==> config.mk <==
export PLATFORM = sky130hd
export DESIGN_NAME = line_buf_sched
export DESIGN_NICKNAME = d
export VERILOG_FILES = /design/src/rtl/line_buf_sched.sv
export SDC_FILE = /design/constraint.sdc
export NUM_CORES = 1
export LEC_CHECK = 0
export CAP_MARGIN = 15
export CORE_MARGIN = 2
export CORE_UTILIZATION = 30
export CTS_BUF_LIST = sky130_fd_sc_hd__clkbuf_8
export DETAILED_ROUTE_END_ITERATION = 6
export DONT_BUFFER_PORTS = 1
export PLACE_DENSITY = 0.54
export REMOVE_ABC_BUFFERS = 1
export SLEW_MARGIN = 15
export SYNTH_ARGS = -nofsm -noshare
export SYNTH_HDL_FRONTEND = slang
export SYNTH_SLANG_ARGS = --single-unit
==> constraint.sdc <==
create_clock -name clk -period 4.1 [get_ports clk]
set_input_delay 0.41 -clock clk [delete_from_list [all_inputs] [get_ports clk]]
set_output_delay 0.41 -clock clk [all_outputs]
set_load 0.1 [all_outputs]
==> src/rtl/line_buf_sched.sv <==
`default_nettype none
// +--------------------------------------------------------------------------+
// | Module      : line_buf_sched                                             |
// | Description : Sequences three RAM-backed FIFOs as rotating line buffers  |
// |               and turns a raster pixel stream into 3-row pixel columns   |
// |               for the 3x3 window datapath.                               |
// |               Optional macro LBS_EDGE_FLAG_EN adds col_first/col_last.   |
// | Revision    : 1.0 - initial release                                      |
// +--------------------------------------------------------------------------+
module line_buf_sched #(
  parameter int DATA_WIDTH = 32,
  parameter int DIM_WIDTH  = 8
) (
  input  logic                    clk,
  input  logic                    rstn,
  input  logic                    start_op,
  input  logic [DIM_WIDTH-1:0]    width,
  input  logic [DIM_WIDTH-1:0]    height,
  input  logic                    in_valid,
  input  logic [DATA_WIDTH-1:0]   in_pixel,
  output logic                    in_ready,
  input  logic [2:0]              fifo_full_i,
  input  logic [2:0]              fifo_empty_i,
  input  logic [3*DATA_WIDTH-1:0] fifo_data_out_i,
  output logic [3*DATA_WIDTH-1:0] fifo_data_in_o,
  output logic [2:0]              fifo_wr_en_o,
  output logic [2:0]              fifo_rd_en_o,
  output logic                    col_valid,
  output logic [3*DATA_WIDTH-1:0] col_data,
  output logic                    busy,
  output logic                    done,
  output logic                    cfg_err
`ifdef LBS_EDGE_FLAG_EN
  ,
  output logic                    col_first,
  output logic                    col_last
`endif
);

  typedef enum logic [2:0] {
    S_IDLE   = 3'd0,
    S_FILL   = 3'd1,
    S_STREAM = 3'd2,
    S_FLUSH  = 3'd3,
    S_DRAIN  = 3'd4,
    S_DONE   = 3'd5
  } state_t;

  // Modulo-3 increment of a fifo index
  function automatic logic [1:0] inc3(input logic [1:0] x);
    return (x == 2'd2) ? 2'd0 : x + 2'd1;
  endfunction

  function automatic logic [2:0] onehot3(input logic [1:0] x);
    return 3'b001 << x;
  endfunction

  state_t                state_q, state_d;
  logic [DIM_WIDTH-1:0]  width_q, width_d;
  logic [DIM_WIDTH-1:0]  height_q, height_d;
  logic [DIM_WIDTH-1:0]  col_q, col_d;
  logic [DIM_WIDTH-1:0]  row_q, row_d;
  logic [1:0]            w_idx_q, w_idx_d;   // fifo receiving the current row
  logic [1:0]            o_sel_q, o_sel_d;   // oldest-row fifo of the beat in flight
  logic [1:0]            m_sel_q, m_sel_d;   // middle-row fifo of the beat in flight
  logic [2:0]            wb_q, wb_d;         // one-hot recirculation write-back
  logic [DATA_WIDTH-1:0] pix_q, pix_d;
  logic                  col_valid_q, col_valid_d;
  logic                  done_q, done_d;
  logic                  cfg_err_q, cfg_err_d;
`ifdef LBS_EDGE_FLAG_EN
  logic                  first_q, first_d;
  logic                  last_q, last_d;
`endif

  logic [1:0]            o_idx;
  logic [1:0]            m_idx;
  logic                  accept;
  logic                  last_col;
  logic [DATA_WIDTH-1:0] fout [3];

  assign last_col = (col_q == width_q - DIM_WIDTH'(1));

  // Per-fifo read-data unpacking and write-data selection (recirculation wins
  // only on its own fifo, which is never the fifo taking the new pixel)
  generate
    for (genvar k = 0; k < 3; k++) begin : g_fifo
      assign fout[k] = fifo_data_out_i[k*DATA_WIDTH +: DATA_WIDTH];
      assign fifo_data_in_o[k*DATA_WIDTH +: DATA_WIDTH] =
        wb_q[k]                        ? fout[k]  :
        (accept && w_idx_q == 2'(k))   ? in_pixel : '0;
    end
  endgenerate

  // Handshake and fifo enables from the current state and fifo flags
  always_comb begin
    o_idx    = inc3(w_idx_q);
    m_idx    = inc3(o_idx);
    in_ready = 1'b0;
    case (state_q)
      S_FILL:   in_ready = !fifo_full_i[w_idx_q];
      S_STREAM: in_ready = !fifo_full_i[w_idx_q] && !fifo_full_i[m_idx] &&
                           !fifo_empty_i[o_idx] && !fifo_empty_i[m_idx];
      default:  in_ready = 1'b0;
    endcase
    accept       = in_valid && in_ready;
    fifo_wr_en_o = wb_q | (accept ? onehot3(w_idx_q) : 3'b000);
    fifo_rd_en_o = 3'b000;
    if (state_q == S_STREAM && accept)
      fifo_rd_en_o = onehot3(o_idx) | onehot3(m_idx);
    else if (state_q == S_DRAIN)
      fifo_rd_en_o = ~fifo_empty_i;
  end

  // Next-state logic: frame sequencing, row/column counting, beat pipeline
  always_comb begin
    state_d     = state_q;
    width_d     = width_q;
    height_d    = height_q;
    col_d       = col_q;
    row_d       = row_q;
    w_idx_d     = w_idx_q;
    o_sel_d     = o_sel_q;
    m_sel_d     = m_sel_q;
    pix_d       = pix_q;
    wb_d        = 3'b000;
    col_valid_d = 1'b0;
    done_d      = 1'b0;
    cfg_err_d   = 1'b0;
`ifdef LBS_EDGE_FLAG_EN
    first_d     = 1'b0;
    last_d      = 1'b0;
`endif
    case (state_q)
      S_IDLE: begin
        if (start_op) begin
          width_d  = width;
          height_d = height;
          col_d    = '0;
          row_d    = '0;
          w_idx_d  = 2'd0;
          if (height < DIM_WIDTH'(3) || width == '0) begin
            state_d   = S_DONE;
            done_d    = 1'b1;
            cfg_err_d = 1'b1;
          end else begin
            state_d = S_FILL;
          end
        end
      end
      S_FILL, S_STREAM: begin
        if (accept) begin
          pix_d = in_pixel;
          if (state_q == S_STREAM) begin
            col_valid_d = 1'b1;
            wb_d        = onehot3(m_idx);
            o_sel_d     = o_idx;
            m_sel_d     = m_idx;
`ifdef LBS_EDGE_FLAG_EN
            first_d     = (col_q == '0);
            last_d      = last_col;
`endif
          end
          if (last_col) begin
            col_d   = '0;
            row_d   = row_q + DIM_WIDTH'(1);
            w_idx_d = inc3(w_idx_q);
            if (state_q == S_FILL && row_q == DIM_WIDTH'(1))
              state_d = S_STREAM;
            if (state_q == S_STREAM && row_q == height_q - DIM_WIDTH'(1))
              state_d = S_FLUSH;
          end else begin
            col_d = col_q + DIM_WIDTH'(1);
          end
        end
      end
      S_FLUSH: state_d = S_DRAIN;
      S_DRAIN: begin
        if (fifo_empty_i == 3'b111) begin
          state_d = S_DONE;
          done_d  = 1'b1;
        end
      end
      S_DONE:  state_d = S_IDLE;
      default: state_d = S_IDLE;
    endcase
  end

  // State and pipeline registers
  always_ff @(posedge clk or negedge rstn) begin
    if (!rstn) begin
      state_q     <= S_IDLE;
      width_q     <= '0;
      height_q    <= '0;
      col_q       <= '0;
      row_q       <= '0;
      w_idx_q     <= 2'd0;
      o_sel_q     <= 2'd0;
      m_sel_q     <= 2'd0;
      pix_q       <= '0;
      wb_q        <= 3'b000;
      col_valid_q <= 1'b0;
      done_q      <= 1'b0;
      cfg_err_q   <= 1'b0;
`ifdef LBS_EDGE_FLAG_EN
      first_q     <= 1'b0;
      last_q      <= 1'b0;
`endif
    end else begin
      state_q     <= state_d;
      width_q     <= width_d;
      height_q    <= height_d;
      col_q       <= col_d;
      row_q       <= row_d;
      w_idx_q     <= w_idx_d;
      o_sel_q     <= o_sel_d;
      m_sel_q     <= m_sel_d;
      pix_q       <= pix_d;
      wb_q        <= wb_d;
      col_valid_q <= col_valid_d;
      done_q      <= done_d;
      cfg_err_q   <= cfg_err_d;
`ifdef LBS_EDGE_FLAG_EN
      first_q     <= first_d;
      last_q      <= last_d;
`endif
    end
  end

  assign col_valid = col_valid_q;
  assign col_data  = col_valid_q ? {fout[o_sel_q], fout[m_sel_q], pix_q} : '0;
  assign busy      = (state_q != S_IDLE);
  assign done      = done_q;
  assign cfg_err   = cfg_err_q;
`ifdef LBS_EDGE_FLAG_EN
  assign col_first = first_q;
  assign col_last  = last_q;
`endif

endmodule
`default_nettype wire

# ---- Word-level counts from Yosys, hierarchy flattened
# Cells that the tools add are included.
dict set report totals {
  output_inout_bits 203
  mem_count 0
  ramBits 0
  word_cells 133
  mem_bits_ro 0
  reg_bits 79
  latch_bits 0
}
dict set report classes {
  shifts 3
  bitwise 5
  add_sub_neg 6
  muxes 57
  eq_ne 16
  n_lt_le_gt_ge 6
  n_mul 0
  div 0
  n_reduce_logical 27
}
# op n
set op_table {}
lappend op_table {{$mux W32} 10}
lappend op_table {{$bmux W32 S2} 2}
lappend op_table {{$mux W96} 1}
lappend op_table {{$mux W8} 5}
lappend op_table {{$mux W3} 13}
lappend op_table {{$pmux W8 S2} 2}
lappend op_table {{$add A8 B1 Y8 const B} 2}
lappend op_table {{$eq A8 B8 Y1} 2}
lappend op_table {{$sub A8 B1 Y8 const B} 2}
lappend op_table {{$pmux W3 S4} 1}
lappend op_table {{$mux W1} 11}
lappend op_table {{$logic_and A1 B1 Y1} 10}
lappend op_table {{$mux W2} 5}
lappend op_table {{$lt A2 B3 Y1 const B} 3}
lappend op_table {{$shl A1 B2 Y3 const A} 3}
lappend op_table {{$bmux W1 S2} 4}
lappend op_table {{$eq A8 B1 Y1 const B} 1}
lappend op_table {{$logic_not A8 Y1} 1}
lappend op_table {{$lt A8 B2 Y1 const B} 1}
lappend op_table {{$eq A3 B2 Y1 const B} 2}
lappend op_table {{$eq A3 B3 Y1 const B} 2}
lappend op_table {{$ge A3 B3 Y1 const B} 2}
lappend op_table {{$ne A2 B2 Y1 const B} 3}
lappend op_table {{$not A2 Y3} 2}
lappend op_table {{21 further kinds} 30}

# ---- Longest topological paths before layout
dict set report logic_depth {
  depth_word 15
  depth_mapped 12
  ltp_nobuf 9
}

# ---- Worst setup path before layout
# No wires, ideal clock.
dict set report synth_path {
  path_kind {reg2out}
  from {register w_idx_q[0]}
  to {output fifo_wr_en_o[0]}
  path_stages_with_launch 10
  path_buffers 4
  path_slack_ns 0.120
  arrival_ns 3.570
  required_time_ns 3.690
  cell_sequence {dfrtp_1 -> clkbuf_1 -> or2_2 -> clkbuf_1 -> ha_1 -> o221ai_1 -> nand3_1 -> buf_1 -> buf_1 -> o21bai_1}
}
dict set report synth_between {
  elab_chain_cells 14
  word_cells_on_any_way 26
}
# item line
set synth_lines {}
lappend synth_lines {{start, declared} 63} ;# logic [1:0] w_idx_q, w_idx_d;
lappend synth_lines {{start signal, assigned} 215} ;# w_idx_q <= w_idx_d;
lappend synth_lines {{$add A2 B1 Y2 or $eq A2 B2 Y1 (tied branches)} 51} ;# return (x == 2'd2) ? 2'd0 : x + 2'd1;
lappend synth_lines {{$mux W2 (*)} 51}
lappend synth_lines {{$add A2 B1 Y2 or $eq A2 B2 Y1 (tied branches)} 51}
lappend synth_lines {{$mux W2 (*)} 51}
lappend synth_lines {{via m_idx[0]} 77} ;# logic [1:0] m_idx;
lappend synth_lines {{$bmux W1 S2} 102} ;# S_STREAM: in_ready = !fifo_full_i[w_idx_q] && !fifo_full_i[m_idx] &&
lappend synth_lines {{$mux W1 (implied by the code)} 102}
lappend synth_lines {{$logic_not A1 Y1} 102}
lappend synth_lines {{$logic_and A1 B1 Y1 (2 in a row)} 102}
lappend synth_lines {{$logic_and A1 B1 Y1 (*)} 103} ;# !fifo_empty_i[o_idx] && !fifo_empty_i[m_idx];
lappend synth_lines {{$pmux W1 S2 (*)} 100} ;# case (state_q)
lappend synth_lines {{$logic_and A1 B1 Y1 (*)} 106} ;# accept = in_valid && in_ready;
lappend synth_lines {{$mux W3 (*)} 107} ;# fifo_wr_en_o = wb_q | (accept ? onehot3(w_idx_q) : 3'b000);
lappend synth_lines {{$or A3 B3 Y3 (*)} 107}
lappend synth_lines {{end, declared} 26} ;# output logic [2:0] fifo_wr_en_o,
# Mark *: on every way through the listed nets, which the timed path passes. The rest lies on a longest branch. The select of a mux whose other input is x is not followed.

# ---- Worst setup path after layout
dict set report layout_path {
  from {register w_idx_q[1]}
  to {output fifo_rd_en_o[0]}
}
dict set report layout_between {
  elab_chain_cells 14
  word_cells_on_any_way 28
}
# item line
set layout_lines {}
lappend layout_lines {{$eq A2 B2 Y1 or $add A2 B1 Y2 (tied branches)} 51}
lappend layout_lines {{$mux W2 (*)} 51}
lappend layout_lines {{$add A2 B1 Y2 or $eq A2 B2 Y1 (tied branches)} 51}
lappend layout_lines {{$mux W2 (*)} 51}
lappend layout_lines {{via m_idx[0]} 77}
lappend layout_lines {{$bmux W1 S2} 102}
lappend layout_lines {{$mux W1 (implied by the code)} 102}
lappend layout_lines {{$logic_not A1 Y1} 102}
lappend layout_lines {{$logic_and A1 B1 Y1 (2 in a row)} 102}
lappend layout_lines {{$logic_and A1 B1 Y1} 103}
lappend layout_lines {{$pmux W1 S2} 100}
lappend layout_lines {{$logic_and A1 B1 Y1} 106}
lappend layout_lines {{$logic_and A1 B1 Y1} 109} ;# if (state_q == S_STREAM && accept)
lappend layout_lines {{$mux W3 (*)} 109}
lappend layout_lines {{end, declared} 27} ;# output logic [2:0] fifo_rd_en_o,
# Marked as above.

==> results.toml <==
[cts]
hold_buffers = 2
clk_latency_ps = 380
cts.sinks = 78
post-cts-setup-buffers = 0
tritoncts = "done"
cts_made_buffers = 9
htreeDepth = 3
clk_path_buf_depth = 2
cts_root_buffer = "clkbuf_8"
cts_resized = 0
clk_pin_slew_ps = 90

[yosys]
synth_cells = 851
synth_mux_area_share_pct = 14.4
synth_xor_area_share_pct = 2.00
synth_warnings = 0
synth_seq_cells = 78
synth_edf_count = 0
synth_top_family_by_area = "simple AND/OR/NAND/NOR gates"
synth_top_cell_by_area = "dfrtp_1"
synth-simple-area-share_pct = 25.3
yosysTopAreaCellShare_pct = 27.8
synthArstFlopShare_pct = 100
synthesis.area_mm2 = 0.00702
avgSynthCellArea_um2 = 8.25
synth_fa_ha_area_share_pct = 1.25
synth_compound_area_share_pct = 24.4
synth_ff_type = "dfrtp_1"
ys_seq_area_share_pct = 27.8
ys_types = 52
synth_area_leaders = "dfrtp_1 28%, a22o_1 12%, mux2i_1 9.1%"

[pwr]
p_leak_uw = 0.00381
irDropWorstVdd_uv = 433
p_per_area_mw_per_mm2 = 443
p_total_uw = 4330

[place]
placed_area_mm2 = 0.00949
portBuffers = 0
dpl.cell_count = 1233
place_hpwl_mm = 21.3
gp_congestion = 0.922

[die]
start_util_pct = 30.8
die-height_um = 157
chipWidth_um = 157
core-area_mm2 = 0.0228
ios = 357
row_count = 55
dieArea_mm2 = 0.0246

[final_layout]
fin_nets = 1094
mostFrequentLayoutCells = "99 x and2_1, 97 x a22o_1, 97 x buf_12"
final_area_mm2 = 0.00977
fin_cells = 1251
final_common_cell = "and2_1"
area.growth.synth_to_final_pct = 39.1
drive_above_1_share_pct = 23.2
antennaDiodeCount = 0

[drt]
avgViaCountPerCell = 5.69
drt_iter0_drc = 431
route.vias.total = 7114
detail-route-antenna-nets = 0
wire_per_inst_um = 23.3
first_pass_iters = 5
wirelength_mm = 29.1
drc_errors = 0

[grt]
overflow = 0
grt_max_degree = 101
use_met3_pct = 5.75
grt_pass1_vias = 6971
grt.met2_usage_pct = 39.4
antenna_found_initial = 0
busiest_layer = "met2"
grt_pass1_wl_mm = 43.4
grt_use_total_pct = 22.9
use_met1_pct = 26.8

[critical_path]
criticalPathCategory = "register to output port"
crit_chain = "nand2b_1 > ha_1 > o221ai_1 > nand3_2 > buf_4 > buf_4 > nor2_1 > a21oi_1 > nor2_2 > buf_4"
crit_family = "simple AND/OR/NAND/NOR gates"
r2r-start = "width_q[2]"
rrSetupSlack_ps = 950
cp_num_buf_inv = 3
rr_worst_depth = 7
cp.required_ps = 3690
endpoint_kind = "output port"
worst_path_max_delay_cell = "dfrtp_1"
r2r-end = "row_q[6]"
cpPeakStageDelay_ps = 490
startpoint_type = "register"
crit_arrival_ps = 3290
crit_path_max_fanout = 27
cpMostUsedCell = "buf_4"

[timing]
finClkSkew_ps = 14.3
slew_headroom_pct = 23.3
setup_viol_count_final = 0
hold_violations = 0
period_needed_ps = 3700
worst_pin_slew_ps = 1140
fin_crit_sh_pct = 90.2
slew_violations = 0
rsz0062_at_grt = "false"
timing.fmax_mhz = 270

[outcome]
status = "completed"

[min_path]
whs_endpoint = "width_q[5]"
min-delay-start = "width[5]"
min_path_cells = 2
hold_path.class = "input port to register"

[run]
maxCapViolCount = 0
[sequential cells by signal (all words and copies together), names as in the netlist]
signal,cells
pix_q,32
m_sel_q,2
col_q,8
o_sel_q,1
done,1
row_q,8
state_q,3
cfg_err,1
wb_q,3
w_idx_q,2
col_valid,1
height_q,8
width_q,8
[cells by family (layout without fill, tap and decap cells)]
logic type,after synthesis,count (layout)
compound gates,242,242
xor+xnor,16,16
fa+ha+maj,7,7
buf+inv,91,178
flops,78,78
mux,97,97
simple gates,320,320
[cells in the mapped netlist (all sizes together), types with 3 or more instances]
| cell type | n |
|---|---|
| o211ai | 4 |
| or2 | 3 |
| or3 | 10 |
| and3b | 3 |
| o21bai | 3 |
| or4 | 3 |
| xor2 | 7 |
| a31oi | 4 |
| nor2 | 18 |
| nand3 | 12 |
| a21oi | 19 |
| nand2b | 4 |
| nor3 | 11 |
| o31ai | 3 |
| dfrtp | 78 |
| nor4b | 3 |
| nor2b | 6 |
| nand4 | 3 |
| nand2 | 95 |
| o21ai | 86 |
| xnor2 | 9 |
| nand3b | 38 |
| mux2i | 64 |
| inv | 16 |
| a21o | 3 |
| and3 | 3 |
| a22o | 97 |
| and2 | 99 |
| ha | 7 |
| mux2 | 33 |
| a2111oi | 4 |
| buf | 12 |
| nor4 | 5 |
| clkbuf | 63 |
| o22ai | 5 |
[area by class of cell]
cell class	instances	area, um^2
Sequential cell	78	1960
Inverter	16	60.1
Clock inverter	4	76.3
Multi-Input combinational cell	682	4780
Fill cell	2225	13000
Clock buffer	12	165
Tap cell	313	392
Timing Repair Buffer	146	2330
[layer usage]
| metal | share of wire (%) | wire (um) |
|---|---|---|
| met1 | 40 | 11500 |
| met2 | 50 | 14400 |
| met3 | 6.9 | 2020 |
| met4 | 3.9 | 1130 |
| met5 | 0 | 0 |
[how the worst max path moves through the flow]
| stage | startpoint | endpoint | slack [ps] | cells past startpoint |
|---|---|---|---|---|
| after floorplan | w_idx_q[1] | fifo_data_in_o[64] | -1540 | 6 |
| after global placement | w_idx_q[1] | fifo_rd_en_o[0] | 900 | 10 |
| after detailed placement | w_idx_q[1] | fifo_rd_en_o[0] | 840 | 10 |
| after CTS | w_idx_q[1] | fifo_rd_en_o[0] | 380 | 10 |
| after global routing | w_idx_q[1] | fifo_rd_en_o[0] | 130 | 11 |
| final | w_idx_q[1] | fifo_rd_en_o[0] | 400 | 10 |
[per-stage QoR]
stage               setup TNS, ps  setup slack (ps)  util [%]  hold slack [ps]
global route                    0               130      42.9              120
finish                          0               403      42.9              146
detailed placement              0               838      41.7              118
global placement                0               899      41.7              118
floorplan                 -158690             -1540         -              114
CTS                             0               379      42.9              119
[power breakdown]
| part | leakage (uW) | switching, uW | internal, uW |
|---|---|---|---|
| Clock | 0.000119 | 304 | 395 |
| Combinational | 0.00271 | 1370 | 862 |
| Sequential | 0.000986 | 339 | 1060 |
| Total | 0.00381 | 2020 | 2320 |
No activity file was read; power rests on OpenSTA's default activity.
